$ cat src/rtl/div_sequencer.sv
// Issue/retire controller in front of the free-running radix-2 divider. It resolves
// RISC-V divide special cases locally and holds the divider operands for the whole op.
module div_sequencer #(
  parameter int XLEN  = 32,
  parameter int TAG_W = 5
) (
  input  logic             clk_i,
  input  logic             rst_i,
  input  logic             clk_en_i,
  input  logic             flush_i,
  input  logic             valid_i,
  output logic             ready_o,
  input  logic [XLEN-1:0]  dividend_i,
  input  logic [XLEN-1:0]  divisor_i,
  input  logic [1:0]       operation_i,
  input  logic [TAG_W-1:0] tag_i,
  output logic [XLEN-1:0]  div_dividend_o,
  output logic [XLEN-1:0]  div_divisor_o,
  output logic [1:0]       div_op_o,
  input  logic             div_fu_state_i,
  input  logic [XLEN-1:0]  div_result_i,
  output logic             valid_o,
  input  logic             ready_i,
  output logic [XLEN-1:0]  result_o,
  output logic [TAG_W-1:0] tag_o,
  output logic             zero_div_o
);

  typedef enum logic [1:0] {DIV_ = 2'd0, DIVU_ = 2'd1, REM_ = 2'd2, REMU_ = 2'd3} div_ops_e;
  typedef enum logic [2:0] {ST_IDLE, ST_LAUNCH, ST_WAIT, ST_CAPTURE, ST_DONE, ST_DRAIN} state_e;

  localparam logic            FU_FREE = 1'b0;
  localparam logic            FU_BUSY = 1'b1;
  localparam logic [XLEN-1:0] INT_MIN = {1'b1, {(XLEN-1){1'b0}}};

  state_e          state_q;
  div_ops_e        op_in;
  logic            is_signed;
  logic            is_rem;
  logic            div_by_zero;
  logic            sgn_ovf;
  logic            special;
  logic [XLEN-1:0] special_result;

  // Special-case decode of the op currently offered by the issue stage.
  always_comb begin
    // NOTE: every always_comb output gets a default first so no latch can be inferred.
    op_in          = div_ops_e'(operation_i);
    is_signed      = (op_in == DIV_) || (op_in == REM_);
    is_rem         = (op_in == REM_) || (op_in == REMU_);
    div_by_zero    = (divisor_i == '0);
    sgn_ovf        = is_signed && (dividend_i == INT_MIN) && (divisor_i == '1);
    special        = div_by_zero || sgn_ovf;
    special_result = '0;
    if (div_by_zero) begin
      special_result = is_rem ? dividend_i : '1;
    end else if (sgn_ovf) begin
      special_result = is_rem ? '0 : INT_MIN;
    end
  end

  // NOTE: non-blocking assignments only, so every register samples pre-edge values.
  always_ff @(posedge clk_i) begin
    if (rst_i) begin
      state_q        <= ST_IDLE;
      ready_o        <= 1'b1;
      valid_o        <= 1'b0;
      result_o       <= '0;
      tag_o          <= '0;
      zero_div_o     <= 1'b0;
      div_dividend_o <= '0;
      div_divisor_o  <= '0;
      div_op_o       <= '0;
    end else if (clk_en_i) begin
      unique case (state_q)
        ST_IDLE: begin
          if (valid_i && !flush_i) begin
            tag_o   <= tag_i;
            ready_o <= 1'b0;
            if (special) begin
              result_o   <= special_result;
              zero_div_o <= div_by_zero;
              valid_o    <= 1'b1;
              state_q    <= ST_DONE;
            end else begin
              div_dividend_o <= dividend_i;
              div_divisor_o  <= divisor_i;
              div_op_o       <= operation_i;
              zero_div_o     <= 1'b0;
              state_q        <= ST_LAUNCH;
            end
          end
        end
        ST_LAUNCH: begin
          if (flush_i) begin
            ready_o <= 1'b1;
            state_q <= ST_IDLE;
          end else if (div_fu_state_i == FU_FREE) begin
            state_q <= ST_WAIT;
          end
        end
        ST_WAIT: begin
          if (flush_i) begin
            state_q <= ST_DRAIN;
          end else if (div_fu_state_i == FU_BUSY) begin
            state_q <= ST_CAPTURE;
          end
        end
        // The divider result is valid in its first FREE cycle after BUSY.
        ST_CAPTURE: begin
          if (flush_i) begin
            state_q <= ST_DRAIN;
          end else if (div_fu_state_i == FU_FREE) begin
            result_o <= div_result_i;
            valid_o  <= 1'b1;
            state_q  <= ST_DONE;
          end
        end
        ST_DONE: begin
          if (flush_i || ready_i) begin
            valid_o <= 1'b0;
            ready_o <= 1'b1;
            state_q <= ST_IDLE;
          end
        end
        ST_DRAIN: begin
          if (div_fu_state_i == FU_FREE) begin
            ready_o <= 1'b1;
            state_q <= ST_IDLE;
          end
        end
        default: begin
          valid_o <= 1'b0;
          ready_o <= 1'b1;
          state_q <= ST_IDLE;
        end
      endcase
    end
  end

endmodule

$ cat config.mk
export PLATFORM = sky130hd
export DESIGN_NAME = div_sequencer
export DESIGN_NICKNAME = d
export VERILOG_FILES = /design/src/rtl/div_sequencer.sv
export SDC_FILE = /design/constraint.sdc
export NUM_CORES = 1
export LEC_CHECK = 0
export ABC_AREA = 1
export CAP_MARGIN = 20
export CORE_MARGIN = 2
export CORE_UTILIZATION = 40
export CTS_CLUSTER_DIAMETER = 40
export DETAILED_ROUTE_END_ITERATION = 8
export MAX_ROUTING_LAYER = met4
export PLACE_DENSITY = 0.74
export SLEW_MARGIN = 20
export SYNTH_ARGS = -nofsm -noshare
export SYNTH_HDL_FRONTEND = slang
export SYNTH_SLANG_ARGS = --single-unit
$ cat constraint.sdc
create_clock -name clk_i -period 1.5 [get_ports clk_i]
set_input_delay 0.3 -clock clk_i [delete_from_list [all_inputs] [get_ports clk_i]]
set_output_delay 0.3 -clock clk_i [all_outputs]
set_load 0.01 [all_outputs]
==> run_summary.xml <==
<?xml version="1.0" encoding="UTF-8"?>
<metrics>
  <group name="floorplanning">
    <metric name="boundaryPins" unit="">216</metric>
    <metric name="chipHeight" unit="µm">121</metric>
    <metric name="initial_utilization" unit="%">41.1</metric>
    <metric name="dieArea" unit="mm²">0.0146</metric>
    <metric name="row_count" unit="">42</metric>
    <metric name="chipWidth" unit="µm">121</metric>
    <metric name="floorplan.core_area" unit="mm²">0.0133</metric>
  </group>
  <group name="setup_path">
    <metric name="max_stage_delay" unit="ps">370</metric>
    <metric name="crit_top_cell" unit="">nor2_4</metric>
    <metric name="critical_path.cell_chain" unit="">nor2_4 -&gt; nand2_4 -&gt; buf_12 -&gt; nor2_4 -&gt; nand3_4 -&gt; buf_6 -&gt; buf_8 -&gt; clkbuf_16 -&gt; a21oi_2</metric>
    <metric name="timing.critical_path.required" unit="ps">1790</metric>
    <metric name="critical_path_class" unit="">reg -&gt; reg</metric>
    <metric name="cp_slowest_cell" unit="">dfxtp_4</metric>
    <metric name="worst_setup_path_start_kind" unit="">flop</metric>
    <metric name="worstPathArrival" unit="ps">2000</metric>
    <metric name="endpoint_kind" unit="">flop</metric>
    <metric name="critPathMaxFanout" unit="">7</metric>
  </group>
  <group name="logic_synthesis">
    <metric name="synth.mux.area_fraction" unit="%">0</metric>
    <metric name="synth_compound_area_share" unit="%">21.2</metric>
    <metric name="synthAdderAreaFrac" unit="%">0</metric>
    <metric name="synth_area_leaders" unit="">dfxtp_1 40%, inv_1 11%, a21oi_1 9.7%</metric>
    <metric name="yosys.area.top_type" unit="">dfxtp_1</metric>
    <metric name="synth_xor_xnor_area_share" unit="%">0</metric>
    <metric name="syn_inst" unit="">829</metric>
    <metric name="ys.flop_type" unit="">dfxtp_1</metric>
    <metric name="synth_top_cells_by_count" unit="">155 x inv_1, 118 x nand2_1, 109 x dfxtp_1, 106 x a21oi_1, 88 x nor2_1</metric>
    <metric name="synth_top_cell_area_share" unit="%">40.0</metric>
    <metric name="synthesis.area" unit="mm²">0.00546</metric>
    <metric name="synth.avg_cell_area" unit="µm²">6.59</metric>
    <metric name="dominant_combinational_cell_family_by_area_after_synthesis" unit="">simple AND/OR/NAND/NOR gates</metric>
    <metric name="simple_logic_cell_fraction_of_the_synthesized_area" unit="%">21.4</metric>
    <metric name="yosysWarnings" unit="">0</metric>
    <metric name="ys_seq_area_share" unit="%">40.0</metric>
    <metric name="synth_async_sr_flop_share" unit="%">0</metric>
    <metric name="yosysMostFrequentCell" unit="">inv_1</metric>
    <metric name="postSynthRegisterBits" unit="">109</metric>
    <metric name="synth_cell_types" unit="">23</metric>
    <metric name="post_synth_edffs" unit="">0</metric>
    <metric name="syn_nets" unit="">939</metric>
  </group>
  <group name="sta">
    <metric name="setup_slack" unit="ps">-208</metric>
    <metric name="layout_worst_path_cycle_share" unit="%">114</metric>
    <metric name="slew_viols_final" unit="">0</metric>
    <metric name="setup-tns-final" unit="ps">-13590</metric>
    <metric name="timing.fmax" unit="MHz">586</metric>
    <metric name="worst_slew_pin_slew" unit="ps">249</metric>
    <metric name="hold_viol_final" unit="">0</metric>
    <metric name="min_period" unit="ps">1710</metric>
    <metric name="finClkSkew" unit="ps">8.07</metric>
    <metric name="finalSetupViolCount" unit="">102</metric>
    <metric name="rsz0062_at_grt" unit="">true</metric>
    <metric name="worst_hold_slack" unit="ps">221</metric>
    <metric name="worst_slew_margin_rel" unit="%">83.3</metric>
  </group>
  <group name="cts">
    <metric name="cts_htree_levels" unit="">3</metric>
    <metric name="cts_buffers" unit="">9</metric>
    <metric name="clk_path_buf_depth" unit="">2</metric>
    <metric name="clock_latency" unit="ps">350</metric>
    <metric name="tritoncts" unit="">done</metric>
    <metric name="clk_pin_slew" unit="ps">80</metric>
    <metric name="cts_root_buf" unit="">clkbuf_16</metric>
    <metric name="cts.sinks" unit="">109</metric>
    <metric name="cts_hold_repair.buffers" unit="">0</metric>
  </group>
  <group name="finish">
    <metric name="postLayoutCoreUtil" unit="%">75.5</metric>
    <metric name="fin_nets" unit="">1250</metric>
    <metric name="filler_cell_count_in_the_final_layout" unit="">980</metric>
    <metric name="ratio_of_cells_with_drive_above_1_in_the_final_layout" unit="%">35.1</metric>
    <metric name="area_delta_synth_final" unit="%">83.8</metric>
  </group>
  <group name="pwr">
    <metric name="report.power.total" unit="µW">7920</metric>
    <metric name="p_leak" unit="µW">0.00484</metric>
    <metric name="pwr_density_cell" unit="mW/mm²">790</metric>
    <metric name="irDropWorstVdd" unit="mV">0.532</metric>
  </group>
  <group name="min_path">
    <metric name="worst_hold_path_type" unit="">in -&gt; reg</metric>
  </group>
  <group name="detailed_routing">
    <metric name="remaining_drc_errors" unit="">0</metric>
    <metric name="detail_route.iter0.violations" unit="">646</metric>
    <metric name="average_via_count_per_standard_cell" unit="">5.14</metric>
    <metric name="detailroute.via_count" unit="">6800</metric>
    <metric name="antenna_left" unit="">0</metric>
    <metric name="drt-wirelength-per-cell" unit="µm">17.1</metric>
    <metric name="wl" unit="µm">22600</metric>
    <metric name="drt-pass1-iter-count" unit="">5</metric>
  </group>
  <group name="status">
    <metric name="status" unit="">complete, but fails checks</metric>
    <metric name="violations" unit="">negative setup slack</metric>
  </group>
  <group name="place">
    <metric name="port_buffers" unit="">215</metric>
    <metric name="globalplace.congestion" unit="">0.868</metric>
    <metric name="post-dp-hpwl" unit="µm">13300</metric>
    <metric name="setup_slack_placement" unit="ps">-747</metric>
  </group>
  <group name="global_routing">
    <metric name="grt_pass1_vias" unit="">6049</metric>
    <metric name="globalRouteTotalUtil" unit="%">27.4</metric>
    <metric name="grt_max_degree" unit="">38</metric>
    <metric name="antenna_found_initial" unit="">3</metric>
    <metric name="globalRouteOverflowTotal" unit="">0</metric>
    <metric name="grt_first_pass_wirelength" unit="µm">30400</metric>
  </group>
  <group name="run">
    <metric name="timing.max_cap.violations" unit="">0</metric>
  </group>
</metrics>
-- stage by stage --
step / instances / instance area [µm²]
after floorplan: 829 / 5480
after global placement: 1244 / 8350
after detailed placement: 1244 / 8350
after CTS: 1292 / 9240
after global routing: 1324 / 10000
final: 1324 / 10000
-- registers in the layout, summed over array words and instances, names as in the netlist --
signal and cells:
div_op_o 2, div_dividend_o 32, valid_o 1, state_q 3, zero_div_o 1, div_divisor_o 32, tag_o 5, ready_o 1
result_o 32
-- layout make-up --
type                            count  area [µm²]  area share [%]
Timing Repair Buffer              350        3640            36.3
Clock inverter                      5        57.6           0.574
Sequential cell                   109        2190            21.8
Antenna cell                        3        7.51          0.0748
Multi-Input combinational cell    483        2970            29.6
Clock buffer                       11         243            2.42
Tap cell                          176         220            2.19
Inverter                          187         707            7.04
-- worst paths after layout --
path	startpoint	to	slack, ps	cells after the start
worst min-delay path	divisor_i[25]	div_divisor_o[25]	220	3
worst max register to register	state_q[0]	div_divisor_o[6]	-210	9
worst min register to register	div_dividend_o[11]	div_dividend_o[11]	440	2
worst max-delay path	state_q[0]	div_divisor_o[6]	-210	9
-- cell usage in the layout, fill, tap and decap left out, drive strengths merged, types with 10 or more instances in the layout --
cell type / count
buf: 138
nand2: 119
dlygate4sd2: 109
a21oi: 107
dfxtp: 109
nand3: 13
a22oi: 31
nor2: 92
inv: 188
o21ai: 76
dlymetal6s2s: 10
clkdlybuf4s50: 43
nor3: 10
clkbuf: 56
nand4: 35
-- routing by layer --
metal | wire length, µm | GRT usage, % | share of wire, %
met5 | 0 | - | 0
met4 | 505 | 7.70 | 2.2
met3 | 1700 | 5.85 | 7.5
met2 | 11100 | 46.6 | 49
met1 | 9310 | 32.8 | 41
-- where the power goes --
part | internal, µW | total [µW] | switching, µW
Sequential | 3050 | 3140 | 86.0
Combinational | 1150 | 2290 | 1150
Clock | 1350 | 2490 | 1140
-- worst max-delay path, delay by kind of cell, from the launching register on --
kind,cells,cell delay [ps]
buffers and inverters,4,590
flip-flops,1,370
AO/OA/AOI/OAI,1,140
AND/OR/NAND/NOR,4,550
-- cells by family (layout without fill, tap and decap cells) --
group | after synthesis | count (layout)
AND/OR/NAND/NOR | 268 | 269
buffers and inverters | 238 | 553
AO/OA/AOI/OAI | 214 | 214
flip-flops | 109 | 109
other | 0 | 3
-- repair_timing --
item	CTS	global route
setup endpoints to repair	208	110
setup buffers	17	19
resized for setup	283	294
endpoints found under the hold margin	0	0
gates cloned	15	17
pin swaps	36	72
(Power assumes the default switching activity.)
